## src/rtl/dog_round_ctrl_pkg.sv

```systemverilog
// Shared types and constants for the dog sprite sequencer and its fire logic.
package dog_game_pkg;

  typedef enum logic [2:0] {
    ST_IDLE,
    ST_WALK,
    ST_SNIFF,
    ST_JUMP,
    ST_FALL,
    ST_HIDDEN,
    ST_REACT_HIT,
    ST_REACT_MISS
  } state_e;

  // Sprite frame indices into AssetsDogs_rom
  localparam logic [4:0] FR_WALK0  = 5'd0;
  localparam logic [4:0] FR_SNIFF0 = 5'd4;
  localparam logic [4:0] FR_JUMP   = 5'd6;
  localparam logic [4:0] FR_FALL   = 5'd7;
  localparam logic [4:0] FR_LAUGH0 = 5'd8;
  localparam logic [4:0] FR_HOLD   = 5'd10;

  localparam logic [7:0] FIRE_CODE = 8'h02;

  localparam int TICK_W = 7;

endpackage

```

## src/rtl/dog_round_ctrl_if.sv

```systemverilog
// Input/output bundle between the sequencer and the mouse/VGA/color_mapper side.
interface dog_round_if;

  logic              frame_tick;
  logic              start;
  logic signed [7:0] MouseButtons;
  logic              target_hit;

  logic [9:0]        Dog_X;
  logic [9:0]        Dog_Y;
  logic [4:0]        Frame;
  logic              resetSignal;
  logic [1:0]        shots_used;
  logic [3:0]        hit_count;
  logic [2:0]        round_num;
  logic              game_done;

  modport master (
    output frame_tick, start, MouseButtons, target_hit,
    input  Dog_X, Dog_Y, Frame, resetSignal, shots_used, hit_count, round_num, game_done
  );

  modport slave (
    input  frame_tick, start, MouseButtons, target_hit,
    output Dog_X, Dog_Y, Frame, resetSignal, shots_used, hit_count, round_num, game_done
  );

endinterface

```

## src/rtl/dog_round_ctrl_fire_edge_detect.sv

```systemverilog
// Registered match against a button code followed by a rising-edge pulse.
module fire_edge_detect
  import dog_game_pkg::*;
#(
  parameter int             W    = 8,
  parameter logic [W-1:0]   CODE = W'(FIRE_CODE)
) (
  input  logic         clk,
  input  logic         rst,
  input  logic [W-1:0] data_i,
  output logic         fire_o
);

  logic lvl_q;
  logic dly_q;

  always_ff @(posedge clk or posedge rst) begin
    if (rst) begin
      lvl_q <= 1'b0;
      dly_q <= 1'b0;
    end else begin
      lvl_q <= (data_i == CODE);
      dly_q <= lvl_q;
    end
  end

  // A level already high when a consumer starts listening never produces a pulse.
  assign fire_o = lvl_q & ~dly_q;

endmodule

```

## src/rtl/dog_round_ctrl.sv

```systemverilog
// Dog sprite / round sequencer: intro animation, shooting phase, reactions, scoring.
module dog_round_ctrl
  import dog_game_pkg::*;
#(
  parameter int WALK_Y      = 320,
  parameter int WALK_STEP   = 2,
  parameter int SNIFF_X     = 200,
  parameter int ANIM_DIV    = 8,
  parameter int SNIFF_TICKS = 60,
  parameter int JUMP_TOP_Y  = 220,
  parameter int JUMP_STEP   = 4,
  parameter int HIDE_Y      = 340,
  parameter int REACT_Y     = 300,
  parameter int REACT_TICKS = 90,
  parameter int NUM_ROUNDS  = 5,
  parameter int MAX_SHOTS   = 3
) (
  input  logic      vga_clk,
  input  logic      Reset,
  dog_round_if.slave bus
);

  localparam int ANIM_W = (ANIM_DIV > 1) ? $clog2(ANIM_DIV) : 1;

  localparam logic [9:0]        WALK_Y_V     = 10'(WALK_Y);
  localparam logic [9:0]        WALK_STEP_V  = 10'(WALK_STEP);
  localparam logic [9:0]        SNIFF_X_V    = 10'(SNIFF_X);
  localparam logic [9:0]        JUMP_TOP_V   = 10'(JUMP_TOP_Y);
  localparam logic [9:0]        JUMP_STEP_V  = 10'(JUMP_STEP);
  localparam logic [9:0]        HIDE_Y_V     = 10'(HIDE_Y);
  localparam logic [9:0]        REACT_Y_V    = 10'(REACT_Y);
  localparam logic [ANIM_W-1:0] ANIM_LAST    = ANIM_W'(ANIM_DIV - 1);
  localparam logic [TICK_W-1:0] SNIFF_LAST   = TICK_W'(SNIFF_TICKS - 1);
  localparam logic [TICK_W-1:0] REACT_LAST   = TICK_W'(REACT_TICKS - 1);
  localparam logic [2:0]        ROUND_LAST   = 3'(NUM_ROUNDS - 1);
  localparam logic [1:0]        MAX_SHOTS_V  = 2'(MAX_SHOTS);

  state_e              state_q, state_d;
  logic [9:0]          x_q, x_d;
  logic [9:0]          y_q, y_d;
  logic [4:0]          frame_q, frame_d;
  logic                hide_q, hide_d;
  logic [1:0]          shots_q, shots_d;
  logic [3:0]          hits_q, hits_d;
  logic [2:0]          round_q, round_d;
  logic                done_q, done_d;
  logic [TICK_W-1:0]   tick_q, tick_d;
  logic [ANIM_W-1:0]   anim_q, anim_d;

  logic                fire;
  logic                anim_wrap;
  logic [ANIM_W-1:0]   anim_nxt;

  function automatic logic [3:0] sat_inc4(input logic [3:0] v);
    return (v == 4'hF) ? v : v + 4'd1;
  endfunction

  function automatic logic [4:0] toggle_pair(input logic [4:0] cur, input logic [4:0] base);
    return (cur == base) ? base + 5'd1 : base;
  endfunction

  fire_edge_detect #(
    .W    (8),
    .CODE (FIRE_CODE)
  ) u_fire (
    .clk    (vga_clk),
    .rst    (Reset),
    .data_i (bus.MouseButtons),
    .fire_o (fire)
  );

  assign anim_wrap = (anim_q == ANIM_LAST);
  assign anim_nxt  = anim_wrap ? '0 : anim_q + ANIM_W'(1);

  always_comb begin
    state_d = state_q;
    x_d     = x_q;
    y_d     = y_q;
    frame_d = frame_q;
    hide_d  = hide_q;
    shots_d = shots_q;
    hits_d  = hits_q;
    round_d = round_q;
    done_d  = 1'b0;
    tick_d  = tick_q;
    anim_d  = anim_q;

    unique case (state_q)
      ST_IDLE: begin
        hide_d = 1'b1;
        if (bus.start) begin
          state_d = ST_WALK;
          x_d     = '0;
          y_d     = WALK_Y_V;
          frame_d = FR_WALK0;
          hide_d  = 1'b0;
          hits_d  = '0;
          round_d = '0;
          shots_d = '0;
          tick_d  = '0;
          anim_d  = '0;
        end
      end

      ST_WALK: begin
        if (bus.frame_tick) begin
          x_d    = x_q + WALK_STEP_V;
          anim_d = anim_nxt;
          if (anim_wrap) begin
            frame_d = (frame_q == FR_WALK0 + 5'd3) ? FR_WALK0 : frame_q + 5'd1;
          end
          if (x_d >= SNIFF_X_V) begin
            state_d = ST_SNIFF;
            frame_d = FR_SNIFF0;
            tick_d  = '0;
            anim_d  = '0;
          end
        end
      end

      ST_SNIFF: begin
        if (bus.frame_tick) begin
          anim_d = anim_nxt;
          if (anim_wrap) begin
            frame_d = toggle_pair(frame_q, FR_SNIFF0);
          end
          if (tick_q == SNIFF_LAST) begin
            state_d = ST_JUMP;
            frame_d = FR_JUMP;
          end else begin
            tick_d = tick_q + TICK_W'(1);
          end
        end
      end

      ST_JUMP: begin
        if (bus.frame_tick) begin
          y_d = y_q - JUMP_STEP_V;
          if (y_d <= JUMP_TOP_V) begin
            state_d = ST_FALL;
            frame_d = FR_FALL;
          end
        end
      end

      ST_FALL: begin
        if (bus.frame_tick) begin
          y_d = y_q + JUMP_STEP_V;
          if (y_d >= HIDE_Y_V) begin
            state_d = ST_HIDDEN;
            hide_d  = 1'b1;
            shots_d = '0;
          end
        end
      end

      // frame_tick is deliberately ignored here; only fire drives this state.
      ST_HIDDEN: begin
        if (fire && (shots_q < MAX_SHOTS_V)) begin
          shots_d = shots_q + 2'd1;
          if (bus.target_hit) begin
            hits_d  = sat_inc4(hits_q);
            state_d = ST_REACT_HIT;
            frame_d = FR_HOLD;
          end else if (shots_d == MAX_SHOTS_V) begin
            state_d = ST_REACT_MISS;
            frame_d = FR_LAUGH0;
          end
          if (bus.target_hit || (shots_d == MAX_SHOTS_V)) begin
            y_d    = REACT_Y_V;
            hide_d = 1'b0;
            tick_d = '0;
            anim_d = '0;
          end
        end
      end

      ST_REACT_HIT, ST_REACT_MISS: begin
        if (bus.frame_tick) begin
          if (state_q == ST_REACT_MISS) begin
            anim_d = anim_nxt;
            if (anim_wrap) begin
              frame_d = toggle_pair(frame_q, FR_LAUGH0);
            end
          end
          if (tick_q == REACT_LAST) begin
            hide_d = 1'b1;
            if (round_q == ROUND_LAST) begin
              done_d  = 1'b1;
              state_d = ST_IDLE;
            end else begin
              round_d = round_q + 3'd1;
              shots_d = '0;
              state_d = ST_HIDDEN;
            end
          end else begin
            tick_d = tick_q + TICK_W'(1);
          end
        end
      end

      default: state_d = ST_IDLE;
    endcase
  end

  always_ff @(posedge vga_clk or posedge Reset) begin
    if (Reset) begin
      state_q <= ST_IDLE;
      x_q     <= '0;
      y_q     <= WALK_Y_V;
      frame_q <= FR_WALK0;
      hide_q  <= 1'b1;
      shots_q <= '0;
      hits_q  <= '0;
      round_q <= '0;
      done_q  <= 1'b0;
      tick_q  <= '0;
      anim_q  <= '0;
    end else begin
      state_q <= state_d;
      x_q     <= x_d;
      y_q     <= y_d;
      frame_q <= frame_d;
      hide_q  <= hide_d;
      shots_q <= shots_d;
      hits_q  <= hits_d;
      round_q <= round_d;
      done_q  <= done_d;
      tick_q  <= tick_d;
      anim_q  <= anim_d;
    end
  end

  assign bus.Dog_X       = x_q;
  assign bus.Dog_Y       = y_q;
  assign bus.Frame       = frame_q;
  assign bus.resetSignal = hide_q;
  assign bus.shots_used  = shots_q;
  assign bus.hit_count   = hits_q;
  assign bus.round_num   = round_q;
  assign bus.game_done   = done_q;

endmodule

```

## src/flat_wrapper.sv

```systemverilog
// flat-port wrapper written by rule: the top's interface ports become plain ports
module dog_round_ctrl_flat import dog_game_pkg::*;
#(
  parameter int WALK_Y      = 320,
  parameter int WALK_STEP   = 2,
  parameter int SNIFF_X     = 200,
  parameter int ANIM_DIV    = 8,
  parameter int SNIFF_TICKS = 60,
  parameter int JUMP_TOP_Y  = 220,
  parameter int JUMP_STEP   = 4,
  parameter int HIDE_Y      = 340,
  parameter int REACT_Y     = 300,
  parameter int REACT_TICKS = 90,
  parameter int NUM_ROUNDS  = 5,
  parameter int MAX_SHOTS   = 3
)
  (vga_clk, Reset, bus_frame_tick, bus_start, bus_MouseButtons, bus_target_hit, bus_Dog_X, bus_Dog_Y, bus_Frame, bus_resetSignal, bus_shots_used, bus_hit_count, bus_round_num, bus_game_done);
  dog_round_if bus_i ();
  input  logic vga_clk;
  input  logic Reset;
  input wire logic [$bits(bus_i.frame_tick)-1:0] bus_frame_tick;
  input wire logic [$bits(bus_i.start)-1:0] bus_start;
  input wire logic [$bits(bus_i.MouseButtons)-1:0] bus_MouseButtons;
  input wire logic [$bits(bus_i.target_hit)-1:0] bus_target_hit;
  output wire logic [$bits(bus_i.Dog_X)-1:0] bus_Dog_X;
  output wire logic [$bits(bus_i.Dog_Y)-1:0] bus_Dog_Y;
  output wire logic [$bits(bus_i.Frame)-1:0] bus_Frame;
  output wire logic [$bits(bus_i.resetSignal)-1:0] bus_resetSignal;
  output wire logic [$bits(bus_i.shots_used)-1:0] bus_shots_used;
  output wire logic [$bits(bus_i.hit_count)-1:0] bus_hit_count;
  output wire logic [$bits(bus_i.round_num)-1:0] bus_round_num;
  output wire logic [$bits(bus_i.game_done)-1:0] bus_game_done;
  assign bus_i.frame_tick = bus_frame_tick;
  assign bus_i.start = bus_start;
  assign bus_i.MouseButtons = bus_MouseButtons;
  assign bus_i.target_hit = bus_target_hit;
  assign bus_Dog_X = bus_i.Dog_X;
  assign bus_Dog_Y = bus_i.Dog_Y;
  assign bus_Frame = bus_i.Frame;
  assign bus_resetSignal = bus_i.resetSignal;
  assign bus_shots_used = bus_i.shots_used;
  assign bus_hit_count = bus_i.hit_count;
  assign bus_round_num = bus_i.round_num;
  assign bus_game_done = bus_i.game_done;
  dog_round_ctrl #(.WALK_Y(WALK_Y), .WALK_STEP(WALK_STEP), .SNIFF_X(SNIFF_X), .ANIM_DIV(ANIM_DIV), .SNIFF_TICKS(SNIFF_TICKS), .JUMP_TOP_Y(JUMP_TOP_Y), .JUMP_STEP(JUMP_STEP), .HIDE_Y(HIDE_Y), .REACT_Y(REACT_Y), .REACT_TICKS(REACT_TICKS), .NUM_ROUNDS(NUM_ROUNDS), .MAX_SHOTS(MAX_SHOTS)) u_core (.vga_clk(vga_clk), .Reset(Reset), .bus(bus_i));
endmodule
```

## config.mk

```make
export PLATFORM = sky130hd
export DESIGN_NAME = dog_round_ctrl_flat
export DESIGN_NICKNAME = d
export VERILOG_FILES = /design/src/rtl/dog_round_ctrl_pkg.sv /design/src/rtl/dog_round_ctrl_if.sv /design/src/rtl/dog_round_ctrl_fire_edge_detect.sv /design/src/rtl/dog_round_ctrl.sv /design/src/flat_wrapper.sv
export SDC_FILE = /design/constraint.sdc
export NUM_CORES = 1
export LEC_CHECK = 0
export CAP_MARGIN = 0
export CELL_PAD_IN_SITES_DETAIL_PLACEMENT = 0
export CELL_PAD_IN_SITES_GLOBAL_PLACEMENT = 2
export CORE_MARGIN = 5
export CORE_UTILIZATION = 30
export CTS_CLUSTER_DIAMETER = 150
export DETAILED_ROUTE_END_ITERATION = 10
export MAX_ROUTING_LAYER = met4
export PLACE_DENSITY_LB_ADDON = 0.05
export SLEW_MARGIN = 30
export SYNTH_ARGS = -nofsm -noshare
export SYNTH_HDL_FRONTEND = slang
export SYNTH_SLANG_ARGS = --single-unit
```

## constraint.sdc

```tcl
create_clock -name vga_clk -period 2.17 [get_ports vga_clk]
set_input_delay 0.217 -clock vga_clk [delete_from_list [all_inputs] [get_ports vga_clk]]
set_output_delay 0.217 -clock vga_clk [all_outputs]
set_load 0.005 [all_outputs]
```

==> results.yml, run 1 <==
floorplanning:
  die_area_mm2: 0.0143
  initial_core_utilization: 0.303
  die_width_um: 120
  num_rows: 40
  design.core.area_mm2: 0.0119
  top_level_ports: 49
  die_h_um: 120
cts:
  postCtsHoldBufs: 0
  worstSkewPairLatency_ps: 300
  htree_num_levels: 2
  clock-sinks: 48
  clockRootBuffer: "sky130_fd_sc_hd__clkbuf_16"
  clkSlewWorstSetupHoldPaths_ps: 60
  cts_buffers: 5
  clk_path_buf_depth: 2
  tritoncts_clock_tree: "yes"
detailed_routing:
  routed_via_density: 5.38
  final_antenna_net_count: 0
  drc: 0
  totalWireLength_mm: 11.9
  drt-initial-drc-count: 165
  vias: 3784
  number_of_detailed_routing_iterations_run_before_antenna_repair: 4
  post_drt_wl_per_cell_um: 17.0
setup_path:
  critical_path_buf_inv_count: 2
  worst_ep_arrival_ps: 2380
  timing.critical_path.slowest_stage_cell: "sky130_fd_sc_hd__dfrtp_1"
  critical-path-max-stage-delay_ps: 410
  critPathRequiredTime_ps: 2350
  worst_setup_ep_type: "register"
  cp_max_fo: 4
  setup.worst_path.start_class: "register"
  family_with_the_most_delay_on_the_worst_path: "compound AO/OA/AOI/OAI gates"
  crit_chain: "buf_6 > ha_4 > buf_4 > a311o_1 > o211ai_1 > a211o_1 > nand3_2 > mux2_4"
  critPathKind: "reg -> reg"
sta:
  worst_clock_skew_ps: 4.79
  tcrit_tclk_final: 1.01
  final_period_minus_worst_setup_slack_ps: 2200
  rsz0062_at_grt: "true"
  fin_hold_ws_ps: 137
  worst-slew-pin-transition_ps: 546
  max_freq_mhz: 455
  maxSlewHeadroom: 0.635
  setup-violations-final: 3
  setup_ws_ps: -27.3
  drv_slew: 0
  finalHoldViolations: 0
power:
  cellPowerDensity_mw_per_mm2: 1100
  ir_drop_v: 0.000612
  power_leakage_uw: 0.00219
yosys:
  synth_enable_flop_cells: 0
  synth-async-reset-ratio: 1.00
  synth.cell_area_mm2: 0.00361
  ys.warnings.count: 0
  ys_dominant_reg_cell: "sky130_fd_sc_hd__dfrtp_1"
  average_cell_area_after_synthesis_um2: 8.28
  yosysUniqueCellTypes: 70
  seq_area_frac_synth: 0.334
  synth-seq-cells: 48
  postSynthCellCount: 436
global_route:
  track_usage: 0.173
  global_route_wire_length_before_repair_mm: 19.7
  first_global_vias: 3855
  antenna_violations_before_repair: 0
  pin_count_of_the_biggest_net_entering_global_routing: 27
  grt_overflow: 0
cells_and_area:
  insertedDiodeCount: 0
  layout_commonest_cell: "sky130_fd_sc_hd__buf_4"
  multi_input_comb_area_mm2: 0.00240
  fin_cells: 703
  finish.net_count: 584
  post_route_cells_drive_above_1_share: 0.281
  synthToLayoutAreaGrowth_pct: 43.8
  layout_common_cells: "sky130_fd_sc_hd__buf_4 (82), sky130_fd_sc_hd__clkdlybuf4s50_1 (45), sky130_fd_sc_hd__nand2_1 (44), sky130_fd_sc_hd__dfrtp_1 (42), sky130_fd_sc_hd__nor2_1 (33)"
  ff_latch_area_mm2: 0.00121
  stdcell_area_mm2: 0.00519
  fillCellCount: 1237
outcome:
  failing_checks: "setup timing"
  status: "finished, violations left"
placed_design:
  detailedPlacementHpwl_mm: 8.88
  globalplace.congestion: 0.864
  postPlaceCellArea_mm2: 0.00476
  pre_cts_slack_ps: -199
  placedCellCount: 685
  buffer_ports.inserted: 45
hold_path:
  worst_hold_path_type: "in -> async"
run:
  max-cap-violations: 0
[layer usage]
layer | GRT usage | vias to the layer above | part of all wire
met3 | 0.0353 | 16 | 0.032
met1 | 0.216 | 1838 | 0.46
met2 | 0.287 | 63 | 0.49
met4 | 0.0487 | 0 | 0.021
li1 | - | 1867 | -
met5 | - | - | 0
[power by group]
| part | internal (uW) | total, uW | switching (uW) |
|---|---|---|---|
| registers | 1140 | 1460 | 322 |
| clock network | 420 | 774 | 354 |
| logic | 1770 | 3510 | 1740 |
[worst reg2reg max path, stage by stage, from the launching register on]
cell and delay, ps:
sky130_fd_sc_hd__dfrtp_1 410, sky130_fd_sc_hd__buf_6 150, sky130_fd_sc_hd__ha_4 160, sky130_fd_sc_hd__buf_4 140, sky130_fd_sc_hd__a311o_1 310, sky130_fd_sc_hd__o211ai_1 150, sky130_fd_sc_hd__a211o_1 310, sky130_fd_sc_hd__nand3_2 140
sky130_fd_sc_hd__mux2_4 320
[final timing paths]
kind	startpoint	to	slack, ps	cells after the start
setup / recovery	u_core.bus.Dog_Y[2]	u_core.bus.shots_used[1]	-30	8
hold / removal	Reset	u_core.u_fire.lvl_q	140	2
setup reg to reg	u_core.bus.Dog_Y[2]	u_core.bus.shots_used[1]	-30	8
hold reg to reg	u_core.u_fire.lvl_q	u_core.u_fire.dly_q	430	0
max in group asynchronous	Reset	u_core.bus.Dog_X[3]	1550	3
min in group vga_clk	u_core.u_fire.lvl_q	u_core.u_fire.dly_q	430	0
[sequential cells by signal (all words and copies together) (netlist names), 2 cells and up]
register	cells
u_core.anim_q	3
u_core.bus.Dog_X	9
u_core.bus.Dog_Y	8
u_core.bus.Frame	5
u_core.bus.hit_count	4
u_core.bus.round_num	3
u_core.bus.shots_used	2
u_core.state_q	3
u_core.tick_q	7
[cells in the mapped netlist, types with 4 or more instances]
| master | instances | area share |
|---|---|---|
| sky130_fd_sc_hd__o32a_1 | 4 | 0.011 |
| sky130_fd_sc_hd__nor2b_1 | 4 | 0.0069 |
| sky130_fd_sc_hd__buf_4 | 4 | 0.0083 |
| sky130_fd_sc_hd__o31ai_1 | 8 | 0.017 |
| sky130_fd_sc_hd__a211oi_1 | 5 | 0.010 |
| sky130_fd_sc_hd__nand2b_1 | 7 | 0.012 |
| sky130_fd_sc_hd__a32o_1 | 6 | 0.017 |
| sky130_fd_sc_hd__o211ai_1 | 7 | 0.015 |
| sky130_fd_sc_hd__nand3_1 | 27 | 0.037 |
| sky130_fd_sc_hd__nor3_1 | 6 | 0.0083 |
| sky130_fd_sc_hd__nor2_1 | 34 | 0.035 |
| sky130_fd_sc_hd__clkbuf_1 | 4 | 0.0042 |
| sky130_fd_sc_hd__o22ai_1 | 10 | 0.017 |
| sky130_fd_sc_hd__o21ai_0 | 30 | 0.042 |
| sky130_fd_sc_hd__or2_2 | 4 | 0.0069 |
| sky130_fd_sc_hd__a31oi_1 | 5 | 0.0087 |
| sky130_fd_sc_hd__or3_1 | 4 | 0.0069 |
| sky130_fd_sc_hd__o2bb2ai_1 | 5 | 0.012 |
| sky130_fd_sc_hd__a211o_1 | 5 | 0.012 |
| sky130_fd_sc_hd__a21oi_1 | 24 | 0.033 |
| sky130_fd_sc_hd__mux2i_1 | 8 | 0.022 |
| sky130_fd_sc_hd__ha_1 | 15 | 0.052 |
| sky130_fd_sc_hd__buf_2 | 14 | 0.019 |
| sky130_fd_sc_hd__nand2_1 | 44 | 0.046 |
| sky130_fd_sc_hd__and3_1 | 4 | 0.0069 |
| sky130_fd_sc_hd__dfrtp_1 | 45 | 0.31 |
| sky130_fd_sc_hd__inv_1 | 26 | 0.027 |
| sky130_fd_sc_hd__nand4_1 | 7 | 0.012 |
| sky130_fd_sc_hd__nor4_1 | 9 | 0.016 |
[stage by stage]
stage	setup TNS (ps)	utilization	total power, uW
2_1_floorplan	0	-	3180
3_3_place_gp	-1150	0.400	4530
3_5_place_dp	-1890	0.400	4530
4_1_cts	-189	0.421	5520
5_1_grt	-832	0.436	6240
6_report	-59.0	0.436	5740
[what timing repair did]
item,in CTS,in global routing
pin swaps,19,19
cloned,0,1
resized for setup,14,33
setup buffers,8,2
setup endpoints to repair,16,23
[cell type report]
type | count | area share
multi-input cells | 339 | 0.462
flip-flops and latches | 48 | 0.233
repair buffers | 134 | 0.224
well taps | 147 | 0.0354
clock buffers | 6 | 0.0248
inverters | 28 | 0.0202
clock inverters | 1 | 0.000963
[kinds of logic (layout without fill, tap and decap cells)]
| logic type | count (synthesis) | in the layout | synth area share |
|---|---|---|---|
| other cells | 1 | 3 | 0.00104 |
| xor+xnor | 3 | 3 | 0.00728 |
| mux | 13 | 13 | 0.0388 |
| buf+inv | 52 | 169 | 0.0651 |
| fa+ha+maj | 15 | 15 | 0.0520 |
| compound gates | 136 | 137 | 0.260 |
| flops | 48 | 48 | 0.334 |
| simple gates | 168 | 168 | 0.242 |
Note: power is estimated with default switching activity, not from simulation.
==> run 2, diff against run 1 <==
--- a/config.mk
+++ b/config.mk
@@ -5,11 +5,13 @@
 export SDC_FILE = /design/constraint.sdc
 export NUM_CORES = 1
 export LEC_CHECK = 0
+export ABC_CLOCK_PERIOD_IN_PS = 2170
 export CAP_MARGIN = 0
 export CELL_PAD_IN_SITES_DETAIL_PLACEMENT = 0
 export CELL_PAD_IN_SITES_GLOBAL_PLACEMENT = 2
 export CORE_MARGIN = 5
 export CORE_UTILIZATION = 30
+export CTS_BUF_LIST = sky130_fd_sc_hd__clkbuf_16
 export CTS_CLUSTER_DIAMETER = 150
 export DETAILED_ROUTE_END_ITERATION = 10
 export MAX_ROUTING_LAYER = met4
==> results.yml, run 2 (synthesized netlist as in run 1, its figures left out) <==
cells_and_area:
  fillCellCount: 1237
  layout_common_cells: "sky130_fd_sc_hd__buf_4 (82), sky130_fd_sc_hd__clkdlybuf4s50_1 (45), sky130_fd_sc_hd__nand2_1 (44), sky130_fd_sc_hd__dfrtp_1 (42), sky130_fd_sc_hd__nor2_1 (33)"
  largest_register_ffs: 9
  insertedDiodeCount: 0
  synthToLayoutAreaGrowth_pct: 43.8
  layout_commonest_cell: "sky130_fd_sc_hd__buf_4"
  finish.net_count: 584
  post_route_cells_drive_above_1_share: 0.281
  stdcell_area_mm2: 0.00519
  layout.core_utilization: 0.436
global_route:
  first_global_vias: 3855
  global_route_wire_length_before_repair_mm: 19.7
  pin_count_of_the_biggest_net_entering_global_routing: 27
  grt_overflow: 0
  antenna_violations_before_repair: 0
  track_usage: 0.173
floorplanning:
  die_h_um: 120
  die_area_mm2: 0.0143
  top_level_ports: 49
  initial_core_utilization: 0.303
  design.core.area_mm2: 0.0119
  die_width_um: 120
  num_rows: 40
detailed_routing:
  totalWireLength_mm: 11.9
  routed_via_density: 5.38
  drc: 0
  drt-initial-drc-count: 164
  number_of_detailed_routing_iterations_run_before_antenna_repair: 4
  final_antenna_net_count: 0
  vias: 3785
  post_drt_wl_per_cell_um: 17.0
sta:
  worst_clock_skew_ps: 4.74
  drv_slew: 0
  finalHoldViolations: 0
  worst-slew-pin-transition_ps: 547
  maxSlewHeadroom: 0.634
  tcrit_tclk_final: 1.01
  setup_tns_ps: -59.1
  final_period_minus_worst_setup_slack_ps: 2200
  setup-violations-final: 3
  fin_hold_ws_ps: 136
  max_freq_mhz: 455
  setup_ws_ps: -27.0
  rsz0062_at_grt: "true"
power:
  ir_drop_v: 0.000611
  internal_power_uw: 3320
  fin_total_pwr_uw: 5740
  seqPwrFrac: 0.254
  p_comb_frac: 0.611
  cellPowerDensity_mw_per_mm2: 1100
  switching_power_summed_over_all_nets_uw: 2410
  clock_power_frac: 0.134
  power.switching_fraction: 0.421
  power_leakage_uw: 0.00220
cts:
  htree_num_levels: 2
  tritoncts_clock_tree: "yes"
  cts_buffers: 5
  clockRootBuffer: "sky130_fd_sc_hd__clkbuf_16"
  clock-sinks: 48
  clk_path_buf_depth: 2
  worstSkewPairLatency_ps: 300
  clkSlewWorstSetupHoldPaths_ps: 60
hold_path:
  worst_hold_path_type: "in -> async"
setup_path:
  worst_setup_ep_type: "register"
  critPathKind: "reg -> reg"
  critical_path_buf_inv_count: 2
  timing.critical_path.slowest_stage_cell: "sky130_fd_sc_hd__dfrtp_1"
  family_with_the_most_delay_on_the_worst_path: "compound AO/OA/AOI/OAI gates"
  critPathRequiredTime_ps: 2350
  worst_ep_arrival_ps: 2380
  cp_max_fo: 4
  crit_chain: "buf_6 > ha_4 > buf_4 > a311o_1 > o211ai_1 > a211o_1 > nand3_2 > mux2_4"
  setup.worst_path.start_class: "register"
  critical-path-max-stage-delay_ps: 410
run:
  max-cap-violations: 0
placed_design:
  detailedPlacementHpwl_mm: 8.88
  postPlaceCellArea_mm2: 0.00476
  buffer_ports.inserted: 45
  globalplace.congestion: 0.864
outcome:
  status: "finished, violations left"
  failing_checks: "setup timing"
-- run 2: area by class of cell --
type / instances / area [um2] / share of cell area
clock inverters: 2 / 8.76 / 0.00169
repair buffers: 134 / 1160 / 0.224
well taps: 147 / 184 / 0.0354
clock buffers: 5 / 125 / 0.0241
flip-flops and latches: 48 / 1210 / 0.233
inverters: 28 / 105 / 0.0202
multi-input cells: 339 / 2400 / 0.462
-- run 2: what timing repair did --
item	CTS	global route
pin swaps	19	19
cloned	0	1
setup endpoints to repair	16	23
hold buffers	0	0
gates resized for setup	14	33
buffers inserted	8	2
-- run 2: worst register-to-register path: stages, from the launching register on --
cell and delay [ps]:
sky130_fd_sc_hd__dfrtp_1 410, sky130_fd_sc_hd__buf_6 150, sky130_fd_sc_hd__ha_4 160, sky130_fd_sc_hd__buf_4 140, sky130_fd_sc_hd__a311o_1 310, sky130_fd_sc_hd__o211ai_1 150, sky130_fd_sc_hd__a211o_1 310, sky130_fd_sc_hd__nand3_2 140
sky130_fd_sc_hd__mux2_4 320
-- run 2: power by group through the flow --
stage                     clock network (uW)  registers, uW  logic, uW
after floorplan                            0           1370       1810
after global placement                     0           1480       3060
after detailed placement                   0           1470       3060
after CTS                                808           1430       3270
after global routing                     839           1510       3890
final                                    770           1460       3510
-- run 2: worst paths after layout --
check                                    startpoint                       end  slack, ps  cells past startpoint
worst max-delay path            u_core.bus.Dog_Y[2]  u_core.bus.shots_used[1]        -30                      8
worst min register to register  u_core.u_fire.lvl_q       u_core.u_fire.dly_q        430                      0
worst max register to register  u_core.bus.Dog_Y[2]  u_core.bus.shots_used[1]        -30                      8
max in group asynchronous                     Reset       u_core.bus.Dog_X[3]       1550                      3
worst min-delay path                          Reset       u_core.u_fire.lvl_q        140                      2
min in group vga_clk            u_core.u_fire.lvl_q       u_core.u_fire.dly_q        430                      0
-- run 2: stage by stage --
step	setup WS [ps]	instances
after floorplan	8.80	438
after global routing	-112	703
after global placement	-117	685
final	-27.0	703
after detailed placement	-199	685
after CTS	-52.5	700
-- run 2: per-layer routing --
layer,global-route usage,part of all wire,vias up
met5,-,0,-
met4,0.0487,0.021,0
met3,0.0353,0.032,16
met2,0.287,0.49,63
met1,0.216,0.46,1837
li1,-,-,1869
==> run 3, diff against run 2 <==
--- a/config.mk
+++ b/config.mk
@@ -10,12 +10,13 @@
 export CELL_PAD_IN_SITES_DETAIL_PLACEMENT = 0
 export CELL_PAD_IN_SITES_GLOBAL_PLACEMENT = 2
 export CORE_MARGIN = 5
-export CORE_UTILIZATION = 30
+export CORE_UTILIZATION = 35
 export CTS_BUF_LIST = sky130_fd_sc_hd__clkbuf_16
 export CTS_CLUSTER_DIAMETER = 150
 export DETAILED_ROUTE_END_ITERATION = 10
+export DONT_BUFFER_PORTS = 1
 export MAX_ROUTING_LAYER = met4
-export PLACE_DENSITY_LB_ADDON = 0.05
+export PLACE_DENSITY = 0.79
 export SLEW_MARGIN = 30
 export SYNTH_ARGS = -nofsm -noshare
 export SYNTH_HDL_FRONTEND = slang
==> results.yml, run 3 (synthesized netlist as in run 1, its figures left out) <==
cts:
  clock-sinks: 48
  clkSlewWorstSetupHoldPaths_ps: 70
  htree_num_levels: 2
  cts_buffers: 5
  worstSkewPairLatency_ps: 290
  clk_path_buf_depth: 2
  tritoncts_clock_tree: "yes"
  clockRootBuffer: "sky130_fd_sc_hd__clkbuf_16"
power:
  ir_drop_v: 0.000639
  seqPwrFrac: 0.296
  fin_total_pwr_uw: 5010
  cellPowerDensity_mw_per_mm2: 1130
  power.switching_fraction: 0.434
  switching_power_summed_over_all_nets_uw: 2170
  clock_power_frac: 0.155
  internal_power_uw: 2840
  p_comb_frac: 0.549
  power_leakage_uw: 0.00191
setup_path:
  worst_ep_arrival_ps: 2410
  worst_setup_ep_type: "register"
  setup.worst_path.start_class: "register"
  cp_max_fo: 5
  critPathKind: "reg -> reg"
  critPathRequiredTime_ps: 2390
global_route:
  first_global_vias: 3508
  antenna_violations_before_repair: 0
  global_route_wire_length_before_repair_mm: 17.8
  grt_overflow: 0
  track_usage: 0.176
  pin_count_of_the_biggest_net_entering_global_routing: 20
outcome:
  failing_checks: "setup timing"
  status: "finished, violations left"
detailed_routing:
  drc: 0
  number_of_detailed_routing_iterations_run_before_antenna_repair: 5
  totalWireLength_mm: 10.6
  post_drt_wl_per_cell_um: 16.8
  routed_via_density: 5.61
  final_antenna_net_count: 0
  vias: 3544
  drt-initial-drc-count: 276
placed_design:
  buffer_ports.inserted: 0
  globalplace.congestion: 0.836
  pre_cts_slack_ps: -51.2
  postPlaceCellArea_mm2: 0.00417
  detailedPlacementHpwl_mm: 8.15
floorplanning:
  num_rows: 37
  top_level_ports: 49
  initial_core_utilization: 0.355
  die_width_um: 112
  die_h_um: 112
  design.core.area_mm2: 0.0102
  die_area_mm2: 0.0125
sta:
  finalHoldViolations: 0
  setup_ws_ps: -26.9
  tcrit_tclk_final: 1.01
  drv_slew: 0
  max_freq_mhz: 455
  worst_clock_skew_ps: 4.77
  maxSlewHeadroom: 0.574
  worst-slew-pin-transition_ps: 639
  final_period_minus_worst_setup_slack_ps: 2200
  fin_hold_ws_ps: 117
  setup-violations-final: 3
  rsz0062_at_grt: "true"
cells_and_area:
  synthToLayoutAreaGrowth_pct: 22.5
  largest_register_ffs: 9
  layout.core_utilization: 0.434
  post_route_cells_drive_above_1_share: 0.246
  layout_common_cells: "sky130_fd_sc_hd__buf_4 (72), sky130_fd_sc_hd__nand2_1 (44), sky130_fd_sc_hd__dfrtp_1 (39), sky130_fd_sc_hd__nor2_1 (34), sky130_fd_sc_hd__o21ai_0 (30)"
  stdcell_area_mm2: 0.00442
  layout_commonest_cell: "sky130_fd_sc_hd__buf_4"
  finish.net_count: 523
  insertedDiodeCount: 0
hold_path:
  worst_hold_path_type: "in -> reg"
run:
  max-cap-violations: 0
-- run 3: cell count changes in the layout (fill, tap and decap cells not counted), moves of 3 or more --
cell,before,now
sky130_fd_sc_hd__buf_4,82,72
sky130_fd_sc_hd__a211oi_1,1,4
sky130_fd_sc_hd__a21oi_1,20,24
sky130_fd_sc_hd__buf_6,5,1
sky130_fd_sc_hd__mux2_4,4,1
sky130_fd_sc_hd__a21oi_2,6,2
sky130_fd_sc_hd__a211oi_2,4,1
sky130_fd_sc_hd__clkdlybuf4s50_1,45,0
sky130_fd_sc_hd__dfrtp_1,42,39
sky130_fd_sc_hd__dfrtp_2,3,6
-- run 3: metal layers --
layer | share of wire | wire [um] | global-route usage
met5 | 0 | 0 | -
met4 | 0.012 | 125 | 0.0381
met3 | 0.047 | 501 | 0.0353
met2 | 0.50 | 5290 | 0.303
met1 | 0.44 | 4670 | 0.214
-- run 3: repair_timing --
item / 4_1_cts / 5_1_grt
resized for setup: 5 / 11
endpoints found under the setup margin: 11 / 21
endpoints found under the hold margin: 14 / 0
buffers inserted: 3 / 4
pin swaps: 1 / 7
hold buffers: 1 / 0
-- run 3: critical path, cell delays in order (launching register included) --
cell and delay (ps):
sky130_fd_sc_hd__dfrtp_2 440, sky130_fd_sc_hd__inv_2 100, sky130_fd_sc_hd__ha_4 150, sky130_fd_sc_hd__or3b_4 400, sky130_fd_sc_hd__o31ai_4 220, sky130_fd_sc_hd__a21oi_2 110, sky130_fd_sc_hd__nor3_4 220, sky130_fd_sc_hd__o211a_1 290
sky130_fd_sc_hd__mux2i_1 200
-- run 3: layout make-up --
cell class / count / area (um2)
Clock buffer: 5 / 125
Inverter: 28 / 105
Tap cell: 136 / 170
Fill cell: 1054 / 5760
Multi-Input combinational cell: 338 / 2240
Sequential cell: 48 / 1210
Clock inverter: 3 / 13.8
Timing Repair Buffer: 74 / 562
-- run 3: power by group through the flow --
stage	sequential (uW)	combinational [uW]	clock [uW]
after floorplan	1370	1810	0
after global placement	1490	2580	0
after detailed placement	1490	2610	0
after CTS	1480	2670	793
after global routing	1530	3060	838
final	1480	2750	776
-- run 3: worst paths after layout --
check,startpoint,to,cells past startpoint,slack [ps]
min in group asynchronous,Reset,u_core.bus.Dog_X[5],2,340
min,bus_frame_tick,u_core.bus.game_done,2,120
min reg2reg,u_core.u_fire.lvl_q,u_core.u_fire.dly_q,0,420
max reg2reg,u_core.bus.Dog_Y[3],u_core.bus.Frame[2],8,-30
max in group asynchronous,Reset,u_core.bus.Dog_Y[8],3,1170
max,u_core.bus.Dog_Y[3],u_core.bus.Frame[2],8,-30
-- run 3: stage by stage --
step | TNS, ps | cells
2_1_floorplan | 0 | 438
3_3_place_gp | -98.1 | 616
3_5_place_dp | -311 | 616
4_1_cts | -45.9 | 628
5_1_grt | -636 | 632
6_report | -61.0 | 632
